===== config.mk =====
export PLATFORM = sky130hd
export DESIGN_NAME = dsw_ser_flat
export DESIGN_NICKNAME = d
export VERILOG_FILES = /design/src/rtl/dsw_ser_if.sv /design/src/rtl/dsw_ser.sv /design/src/flat_wrapper.sv
export SDC_FILE = /design/constraint.sdc
export NUM_CORES = 1
export LEC_CHECK = 0
export ABC_AREA = 1
export BUFFER_PORTS_ARGS = -buffer_cell sky130_fd_sc_hd__buf_4
export CAP_MARGIN = 20
export CORE_UTILIZATION = 25
export DETAILED_ROUTE_END_ITERATION = 10
export PLACE_DENSITY = 0.49
export RECOVER_POWER = 25
export SLEW_MARGIN = 20
export SYNTH_ARGS = -nofsm -noshare
export SYNTH_HDL_FRONTEND = slang
export SYNTH_SLANG_ARGS = --single-unit

===== constraint.sdc =====
create_clock -name clk -period 2.1 [get_ports clk]
set_clock_uncertainty 0.1 [all_clocks]
set_input_delay 0.42 -clock clk [delete_from_list [all_inputs] [get_ports clk]]
set_output_delay 0.42 -clock clk [all_outputs]
set_load 0.01 [all_outputs]

===== src/rtl/dsw_ser_if.sv =====
// DIP-switch serial link pins between the polling reader (master) and the switch register (slave).
// Latency: none, plain wires.
// Backpressure: none; the reader paces the link with dsw_sht/dsw_clk.
interface dsw_ser_if;
   logic dsw_sht;   // low = load, high = shift
   logic dsw_clk;   // rising edge advances one bit
   logic dsw_dat;   // serial data, low = switch ON

   modport master (output dsw_sht, output dsw_clk, input dsw_dat);
   modport slave  (input dsw_sht, input dsw_clk, output dsw_dat);
endinterface


===== src/rtl/dsw_ser.sv =====
// Emulates the 8-bit PISO DIP-switch register: debounce, load on dsw_sht low, MSB-first shift on dsw_clk.
// Latency: dsw_dat follows a load/shift pin edge by SYNC_STAGES+2 clk; sw_on lags a stable change by SYNC_STAGES+DEB_CYCLES.
// Backpressure: none; the reader paces every bit, shifts past bit 8 emit OFF (1), load always wins over a shift.
module dsw_ser #(
   parameter int SYNC_STAGES    = 2,
   parameter int DEB_CYCLES     = 250000,
   parameter int TIMEOUT_CYCLES = 524288
) (
   input  logic       clk,
   input  logic       rst_n,
   input  logic [7:0] sw_n,
   dsw_ser_if.slave   dsw,
   output logic [7:0] sw_on,
   output logic       frame_tp,
   output logic [3:0] bit_cnt,
   output logic       link_ok
);

   localparam int DEB_W = (DEB_CYCLES > 1) ? $clog2(DEB_CYCLES) : 1;
   localparam int TO_W  = $clog2(TIMEOUT_CYCLES + 1);

   // synchronizer chains, last stage at the top index
   logic [SYNC_STAGES-1:0]      sht_sync_q, sht_sync_d;
   logic [SYNC_STAGES-1:0]      clk_sync_q, clk_sync_d;
   logic [SYNC_STAGES-1:0][7:0] sw_sync_q, sw_sync_d;
   logic                        clk_hist_q, clk_hist_d;

   // debounce state
   logic [7:0][DEB_W-1:0]       deb_cnt_q, deb_cnt_d;
   logic [7:0]                  sw_on_q, sw_on_d;

   // frame / link state; shreg holds line levels (1 = OFF) so reset and fill both idle the line high
   logic [7:0]                  shreg_q, shreg_d;
   logic                        dsw_dat_q, dsw_dat_d;
   logic [3:0]                  bit_cnt_q, bit_cnt_d;
   logic                        frame_tp_q, frame_tp_d;
   logic [TO_W-1:0]             to_cnt_q, to_cnt_d;
   logic                        link_ok_q, link_ok_d;

   logic                        sht_s, clk_s, load, shift_evt;
   logic [7:0]                  sw_smp;

   assign sht_s     = sht_sync_q[SYNC_STAGES-1];
   assign clk_s     = clk_sync_q[SYNC_STAGES-1];
   assign sw_smp    = sw_sync_q[SYNC_STAGES-1];
   assign load      = ~sht_s;
   assign shift_evt = sht_s & clk_s & ~clk_hist_q;

   // advance every synchronizer chain by one stage and remember the previous clk sample
   always_comb begin
      sht_sync_d   = {sht_sync_q[SYNC_STAGES-2:0], dsw.dsw_sht};
      clk_sync_d   = {clk_sync_q[SYNC_STAGES-2:0], dsw.dsw_clk};
      sw_sync_d    = sw_sync_q;
      sw_sync_d[0] = sw_n;
      for (int k = 1; k < SYNC_STAGES; k++) begin
         sw_sync_d[k] = sw_sync_q[k-1];
      end
      clk_hist_d   = clk_s;
   end

   // per-switch debounce: accept a new level only after DEB_CYCLES consecutive disagreeing samples
   always_comb begin
      deb_cnt_d = deb_cnt_q;
      sw_on_d   = sw_on_q;
      for (int i = 0; i < 8; i++) begin
         if (~sw_smp[i] == sw_on_q[i]) begin
            deb_cnt_d[i] = '0;
         end else if (deb_cnt_q[i] == DEB_W'(DEB_CYCLES - 1)) begin
            sw_on_d[i]   = ~sw_smp[i];
            deb_cnt_d[i] = '0;
         end else begin
            deb_cnt_d[i] = deb_cnt_q[i] + 1'b1;
         end
      end
   end

   // load/shift the frame register, count bits, flag frame end, and watch for the reader's poll
   always_comb begin
      shreg_d    = shreg_q;
      dsw_dat_d  = shreg_q[7];
      bit_cnt_d  = bit_cnt_q;
      frame_tp_d = 1'b0;
      to_cnt_d   = to_cnt_q;
      link_ok_d  = link_ok_q;
      if (load) begin
         shreg_d   = ~sw_on_q;
         bit_cnt_d = 4'd0;
         to_cnt_d  = '0;
         link_ok_d = 1'b1;
      end else begin
         if (shift_evt) begin
            shreg_d    = {shreg_q[6:0], 1'b1};
            frame_tp_d = (bit_cnt_q == 4'd7);
            if (bit_cnt_q != 4'd8) begin
               bit_cnt_d = bit_cnt_q + 4'd1;
            end
         end
         if (to_cnt_q != TO_W'(TIMEOUT_CYCLES)) begin
            to_cnt_d = to_cnt_q + 1'b1;
            if (to_cnt_q == TO_W'(TIMEOUT_CYCLES - 1)) begin
               link_ok_d = 1'b0;
            end
         end
      end
   end

   // state registers; reset idles the line high with every switch OFF
   always_ff @(posedge clk or negedge rst_n) begin
      if (!rst_n) begin
         sht_sync_q <= '1;
         clk_sync_q <= '1;
         sw_sync_q  <= '1;
         clk_hist_q <= 1'b1;
         deb_cnt_q  <= '0;
         sw_on_q    <= '0;
         shreg_q    <= '1;
         dsw_dat_q  <= 1'b1;
         bit_cnt_q  <= 4'd0;
         frame_tp_q <= 1'b0;
         to_cnt_q   <= '0;
         link_ok_q  <= 1'b0;
      end else begin
         sht_sync_q <= sht_sync_d;
         clk_sync_q <= clk_sync_d;
         sw_sync_q  <= sw_sync_d;
         clk_hist_q <= clk_hist_d;
         deb_cnt_q  <= deb_cnt_d;
         sw_on_q    <= sw_on_d;
         shreg_q    <= shreg_d;
         dsw_dat_q  <= dsw_dat_d;
         bit_cnt_q  <= bit_cnt_d;
         frame_tp_q <= frame_tp_d;
         to_cnt_q   <= to_cnt_d;
         link_ok_q  <= link_ok_d;
      end
   end

   assign dsw.dsw_dat = dsw_dat_q;
   assign sw_on       = sw_on_q;
   assign frame_tp    = frame_tp_q;
   assign bit_cnt     = bit_cnt_q;
   assign link_ok     = link_ok_q;

endmodule


===== src/flat_wrapper.sv =====
// flat-port wrapper written by rule: the top's interface ports become plain ports
module dsw_ser_flat 
#(
   parameter int SYNC_STAGES    = 2,
   parameter int DEB_CYCLES     = 250000,
   parameter int TIMEOUT_CYCLES = 524288
)
  (clk, rst_n, sw_n, sw_on, frame_tp, bit_cnt, link_ok, dsw_dsw_sht, dsw_dsw_clk, dsw_dsw_dat);
  dsw_ser_if dsw_i ();
  input  logic clk;
  input  logic rst_n;
  input  logic [7:0] sw_n;
  output logic [7:0] sw_on;
  output logic frame_tp;
  output logic [3:0] bit_cnt;
  output logic link_ok;
  input wire logic [$bits(dsw_i.dsw_sht)-1:0] dsw_dsw_sht;
  input wire logic [$bits(dsw_i.dsw_clk)-1:0] dsw_dsw_clk;
  output wire logic [$bits(dsw_i.dsw_dat)-1:0] dsw_dsw_dat;
  assign dsw_i.dsw_sht = dsw_dsw_sht;
  assign dsw_i.dsw_clk = dsw_dsw_clk;
  assign dsw_dsw_dat = dsw_i.dsw_dat;
  dsw_ser #(.SYNC_STAGES(SYNC_STAGES), .DEB_CYCLES(DEB_CYCLES), .TIMEOUT_CYCLES(TIMEOUT_CYCLES)) u_core (.clk(clk), .rst_n(rst_n), .sw_n(sw_n), .dsw(dsw_i), .sw_on(sw_on), .frame_tp(frame_tp), .bit_cnt(bit_cnt), .link_ok(link_ok));
endmodule

==> results.sh, run 1 <==
export IMPL_grt_pass1_vias=8963
export IMPL_setup_tns_ps=0
export IMPL_synth_async_reset_ratio_pct=100.0
export IMPL_clkTransAtPathRegs_ps=60
export IMPL_p_leak_nw=5.389
export IMPL_portBuffers=26
export IMPL_fp_dieH_um=213.8
export IMPL_comb_power_share_pct=3.8
export IMPL_ant_nets=0
export IMPL_cp_arrival_ps=1240
export IMPL_endpoint_kind="primary output"
export IMPL_final_max_slew_viol_count=0
export IMPL_timing_reg2reg_setup_slack_ps=430
export IMPL_p_total_w=0.009268
export IMPL_initial_core_util_pct=25.36
export IMPL_gp_congestion=0.8712
export IMPL_grt_usage_pct=11.53
export IMPL_dr_pass1_iters=4
export IMPL_nNetsFinal=1559
export IMPL_peakVddDrop_mv=0.6020
export IMPL_synth_most_common_cell="nand2_1"
export IMPL_die_area_sq_um=45700
export IMPL_drt_total_wl_um=25010
export IMPL_dp_hpwl_um=18310
export IMPL_fill_cells=4721
export IMPL_internal_power_w=0.007175
export IMPL_grt_max_degree=48
export IMPL_sw_frac_of_total_pct=22.59
export IMPL_avgViaCountPerCell=4.223
export IMPL_fp_coreArea_sq_um=44220
export IMPL_cp_cell_sequence="buf_4"
export IMPL_synthCells=1466
export IMPL_whs_path_depth=0
export IMPL_max_stage_delay_ps=520
export IMPL_power_density_nw_per_um2=699.4
export IMPL_yosys_warnings=0
export IMPL_slew_headroom_pct=41.82
export IMPL_cts_buffers=26
export IMPL_synth_simple_gate_area_share_pct=35.71
export IMPL_hp_class="flop to flop"
export IMPL_path_max_fanout=4
export IMPL_worst_pin_slew_ps=872.7
export IMPL_htree_levels=1
export IMPL_yosys_top_cells_area="dfrtp_1 (40%), nand2_1 (12%), nor2_1 (11%), dfstp_2 (7.0%), inv_1 (5.3%)"
export IMPL_cts_max_path_buffers=3
export IMPL_synth_area_sq_um=11210
export IMPL_synth_top_family_by_area="simple AND/OR/NAND/NOR gates"
export IMPL_drive_gt1_share_pct=12.54
export IMPL_synthFlopType="dfrtp_1"
export IMPL_synth_commonest_cells="nand2_1 (358), nor2_1 (318), dfrtp_1 (178)"
export IMPL_synth_top_cell_by_area="dfrtp_1"
export IMPL_max_cap_viol_count=0
export IMPL_num_antenna_cells=0
export IMPL_syn2layout_area_growth_pct=18.19
export IMPL_path_depth=1
export IMPL_rows=77
export IMPL_cts_root_buf="clkbuf_16"
export IMPL_wl_per_cell_um=11.65
export IMPL_syn_nets=1490
export IMPL_synthAdderAreaFrac_pct=1.339
export IMPL_crit_buf_inv=1
export IMPL_setup_violations_final=0
export IMPL_yosys_area_top_type_share_pct=39.72
export IMPL_fin_crit_ps=1756
export IMPL_overflow=0
export IMPL_hold_viol=0
export IMPL_die_x_um=213.8
export IMPL_crit_path_start_kind="flop"
export IMPL_critPathKind="flop to primary output"
export IMPL_pwr_share_seq_pct=45.1
export IMPL_clk_latency_ps=540
export IMPL_synth_compound_gate_area_share_pct=5.211
export IMPL_grt_pass1_wl_um=43430
export IMPL_ios=27
export IMPL_clock_sinks=208
export IMPL_synth_cell_types=35
export IMPL_period_share_pct=83.62
export IMPL_muxShareOfSynthArea_pct=0.1004
export IMPL_drt_iter0_drc=488
export IMPL_status="complete, no violations"
export IMPL_antenna_found_initial=0
export IMPL_slowest_stage="dfrtp_1"
export IMPL_ys_ff_latch=208
export IMPL_cts_tree="done"
export IMPL_synth_edf_count=0
export IMPL_fmax_mhz=569.5
export IMPL_p_switching_w=0.002094
export IMPL_yosysSeqAreaShare_pct=46.75
export IMPL_clockPowerShare_pct=51.1
export IMPL_avgSynthCellArea_sq_um=7.649
export IMPL_path_delay_family="flip-flops"
export IMPL_synthXorXnorAreaFrac_pct=5.055
export IMPL_rsz0062_at_grt="no"
export IMPL_drc=0
export IMPL_worstRegToRegCells=8
export IMPL_crit_required_ps=1580
export IMPL_num_vias=9067
==> per-stage QoR <==
step / hold slack [ps] / std cells / util [%] / area [sq um] / setup WS (ps)
final: 249.7 / 2147 / 29.97 / 13250 / 344.1
after floorplan: 24.41 / 1466 / - / 11210 / 659.2
after CTS: 253.6 / 2147 / 30.08 / 13300 / 277.5
after global placement: 245.9 / 2088 / 27.74 / 12270 / 412.5
after detailed placement: 247.2 / 2088 / 27.74 / 12270 / 393.5
after global routing: 258.4 / 2147 / 29.97 / 13250 / 150.8
==> area by class of cell <==
class	count	area, sq um	share of cell area, %
Inverter	162	608.1	4.588
Sequential cell	208	5243	39.56
Tap cell	592	740.7	5.589
Multi-Input combinational cell	1086	5316	40.12
Clock buffer	38	777.0	5.863
Clock inverter	10	148.9	1.123
Timing Repair Buffer	51	419.2	3.163
==> layout by cell type, fill, tap and decap left out, types with 7 or more instances in the layout <==
| cell type | count |
|---|---|
| buf_4 | 25 |
| ha_1 | 12 |
| a21oi_1 | 38 |
| nand4_1 | 22 |
| nor2_1 | 318 |
| o21bai_1 | 9 |
| clkbuf_16 | 27 |
| nand2_2 | 20 |
| inv_1 | 157 |
| xnor2_1 | 8 |
| dfstp_2 | 28 |
| nor2_2 | 20 |
| dlygate4sd3_1 | 11 |
| nor3b_1 | 9 |
| nand3b_1 | 7 |
| nor3_1 | 40 |
| nand2_1 | 358 |
| xor2_1 | 53 |
| o21ai_0 | 38 |
| nand3_1 | 71 |
| o21ai_1 | 12 |
| nor2_4 | 20 |
| a211oi_1 | 8 |
| dfrtp_1 | 178 |
| clkbuf_4 | 9 |
| nand3_2 | 7 |
==> sequential cells by signal, summed over array words and instances (netlist names) <==
name and count:
u_core.link_ok 1, u_core.clk_hist_q 1, u_core.to_cnt_q 20, u_core.sw_smp 8
u_core.shreg_q 8, u_core.sw_sync_d 8, u_core.dsw.dsw_dat 1, u_core.deb_cnt_q 144
u_core.sht_sync_q 2, u_core.sw_on 8, u_core.frame_tp 1, u_core.clk_sync_q 2
u_core.bit_cnt 4
==> path summary, 6_finish.rpt <==
kind	start	end
setup / recovery	u_core.sw_on[6]	sw_on[6]
hold / removal	u_core.sw_sync_d[12]	u_core.sw_smp[4]
setup reg to reg	u_core.deb_cnt_q[108]	u_core.deb_cnt_q[111]
hold reg to reg	u_core.sw_sync_d[12]	u_core.sw_smp[4]
max in group asynchronous	rst_n	u_core.to_cnt_q[13]
min in group asynchronous	rst_n	u_core.deb_cnt_q[12]
==> metal layers <==
| metal | up-vias | wire, um | global-route usage, % |
|---|---|---|---|
| met5 | - | 0 | 0 |
| met4 | 0 | 507 | 3.695 |
| met3 | 37 | 946 | 2.065 |
| met2 | 95 | 11070 | 18.72 |
| met1 | 4193 | 12490 | 15.50 |
| li1 | 4742 | - | - |
==> power groups by stage <==
stage	registers (W)	clock network, W	logic [W]
2_1_floorplan	0.00424	0	0.000169
3_3_place_gp	0.00424	0	0.000364
3_5_place_dp	0.00425	0	0.000367
4_1_cts	0.00418	0.00493	0.000386
5_1_grt	0.00419	0.00510	0.000420
6_report	0.00418	0.00474	0.000355
==> timing repair <==
| action | in CTS | in global routing |
|---|---|---|
| buffers inserted | 0 | 0 |
| hold endpoints to repair | 46 | 0 |
| hold buffers | 11 | 0 |
| resized for setup | 0 | 0 |
==> kinds of logic (layout without fill, tap and decap cells) <==
logic type               Yosys count  in the layout
AND/OR/NAND/NOR                  903            903
flip-flops                       208            208
buffers and inverters            172            261
AO/OA/AOI/OAI                    107            107
XOR/XNOR                          63             63
adder cells (fa/ha/maj)           12             12
multiplexers                       1              1
Power figures use the tool's default switching activity.
==> run 2, diff against run 1 <==
--- a/config.mk
+++ b/config.mk
@@ -10,7 +10,7 @@
 export CAP_MARGIN = 20
 export CORE_UTILIZATION = 25
 export DETAILED_ROUTE_END_ITERATION = 10
-export PLACE_DENSITY = 0.49
+export PLACE_DENSITY = 0.5
 export RECOVER_POWER = 25
 export SLEW_MARGIN = 20
 export SYNTH_ARGS = -nofsm -noshare
==> constraint.sdc (replaced) <==
create_clock -name clk -period 1.6 [get_ports clk]
set_clock_uncertainty 0.1 [all_clocks]
set_input_delay 0.32 -clock clk [delete_from_list [all_inputs] [get_ports clk]]
set_output_delay 0.32 -clock clk [all_outputs]
set_load 0.01 [all_outputs]
==> results.sh, run 2 (same netlist as run 1, synthesis figures left out) <==
export IMPL_syn2layout_area_growth_pct=24.36
export IMPL_clock_sinks=208
export IMPL_drt_iter0_drc=355
export IMPL_crit_required_ps=1180
export IMPL_hold_viol=0
export IMPL_seq_area_sq_um=5251
export IMPL_final_cell_mix="nand2_1 (345), nor2_1 (307), dfrtp_1 (171)"
export IMPL_fin_crit_ps=1612
export IMPL_pre_cts_slack_ps=32.11
export IMPL_crit_buf_inv=2
export IMPL_path_max_fanout=2
export IMPL_clk_latency_ps=560
export IMPL_drc=0
export IMPL_grt_max_degree=41
export IMPL_dp_hpwl_um=18600
export IMPL_die_area_sq_um=45700
export IMPL_worst_pin_slew_ps=675.0
export IMPL_drt_total_wl_um=25620
export IMPL_nNetsFinal=1614
export IMPL_initial_core_util_pct=25.36
export IMPL_grt_pass1_vias=9126
export IMPL_power_density_nw_per_um2=900.6
export IMPL_peakVddDrop_mv=0.7784
export IMPL_cts_buffers=26
export IMPL_p_leak_nw=5.692
export IMPL_slew_headroom_pct=55.00
export IMPL_portBuffers=26
export IMPL_die_x_um=213.8
export IMPL_worst_hold_slack_ps=151.1
export IMPL_status="finished with violations"
export IMPL_setup_violations_final=1
export IMPL_max_stage_delay_ps=390
export IMPL_ant_nets=0
export IMPL_slowest_stage="dfrtp_1"
export IMPL_critPathKind="flop to primary output"
export IMPL_fp_coreArea_sq_um=44220
export IMPL_clkTransAtPathRegs_ps=60
export IMPL_dr_pass1_iters=4
export IMPL_cts_tree="done"
export IMPL_wl_per_cell_um=11.63
export IMPL_multi_input_area_sq_um=5538
export IMPL_grt_pass1_wl_um=44060
export IMPL_cts_root_buf="clkbuf_16"
export IMPL_cts_max_path_buffers=3
export IMPL_gp_congestion=0.8585
export IMPL_antenna_found_initial=0
export IMPL_fin_area_sq_um=13940
export IMPL_cp_arrival_ps=1190
export IMPL_largestRegisters="u_core.deb_cnt_q (144), u_core.to_cnt_q (20)"
export IMPL_drive_gt1_share_pct=18.76
export IMPL_endpoint_kind="primary output"
export IMPL_path_delay_family="flip-flops"
export IMPL_p_total_w=0.01256
export IMPL_htree_levels=1
export IMPL_rsz0062_at_grt="yes"
export IMPL_largest_reg_flops=144
export IMPL_period_share_pct=100.7
export IMPL_crit_top_cell="buf_6"
export IMPL_max_cap_viol_count=0
export IMPL_fill_cells=4702
export IMPL_crit_path_start_kind="flop"
export IMPL_finalWorstSetupSlack_ps=-11.62
export IMPL_fp_dieH_um=213.8
export IMPL_num_vias=9309
export IMPL_rows=77
export IMPL_cp_cell_sequence="buf_6, buf_6"
export IMPL_grt_usage_pct=11.72
export IMPL_overflow=0
export IMPL_fmax_mhz=620.5
export IMPL_final_util_pct=31.53
export IMPL_violations="negative setup slack"
export IMPL_final_max_slew_viol_count=0
export IMPL_place_area_sq_um=12480
export IMPL_ios=27
export IMPL_hp_class="primary input to async pin"
export IMPL_top_register="u_core.deb_cnt_q"
export IMPL_avgViaCountPerCell=4.226
export IMPL_layout_commonest_cell="nand2_1"
==> run 2: power breakdown <==
part           internal, W  switching (W)  total [W]
clock network      0.00410        0.00240    0.00651
logic             0.000230       0.000341   0.000571
registers          0.00539      0.0000888    0.00548
total              0.00973        0.00283     0.0126
==> run 2: repair_timing <==
item,CTS,global route
resized for setup,10,68
endpoints found under the setup margin,11,106
setup buffers,13,15
hold buffers,11,0
endpoints found under the hold margin,190,0
pin swaps,0,18
==> run 2: metrics by stage <==
| stage | setup TNS (ps) | std cells |
|---|---|---|
| detailed placement | 0 | 2118 |
| CTS | -81.34 | 2187 |
| global placement | 0 | 2118 |
| finish | -11.62 | 2203 |
| floorplan | 0 | 1466 |
| global route | -464.6 | 2202 |
==> run 2: layer usage <==
metal  track usage (%)  vias to the layer above  part of all wire (%)
met2             18.93                      121                    45
met3             1.845                       31                   3.7
li1                  -                     4857                     -
met4             3.473                        0                   1.8
met1             16.08                     4300                    49
met5                 0                        -                     0
==> run 2: area by class of cell <==
type / instances / area share (%)
Timing Repair Buffer: 106 / 6.119
Antenna cell: 1 / 0.01795
Clock buffer: 34 / 5.096
Inverter: 162 / 4.361
Sequential cell: 208 / 37.66
Multi-Input combinational cell: 1086 / 39.71
Tap cell: 592 / 5.312
Clock inverter: 14 / 1.723
==> run 2: worst paths after layout <==
check | start | endpoint | slack (ps) | cells after the start
hold / removal | rst_n | u_core.deb_cnt_q[98] | 150 | 2
max in group asynchronous | rst_n | u_core.sw_on[6] | 260 | 3
min in group clk | u_core.sht_sync_q[0] | u_core.sht_sync_q[1] | 240 | 0
hold reg to reg | u_core.sht_sync_q[0] | u_core.sht_sync_q[1] | 240 | 0
setup reg to reg | u_core.to_cnt_q[1] | u_core.to_cnt_q[16] | 60 | 8
setup / recovery | u_core.sw_on[4] | sw_on[4] | -10 | 2
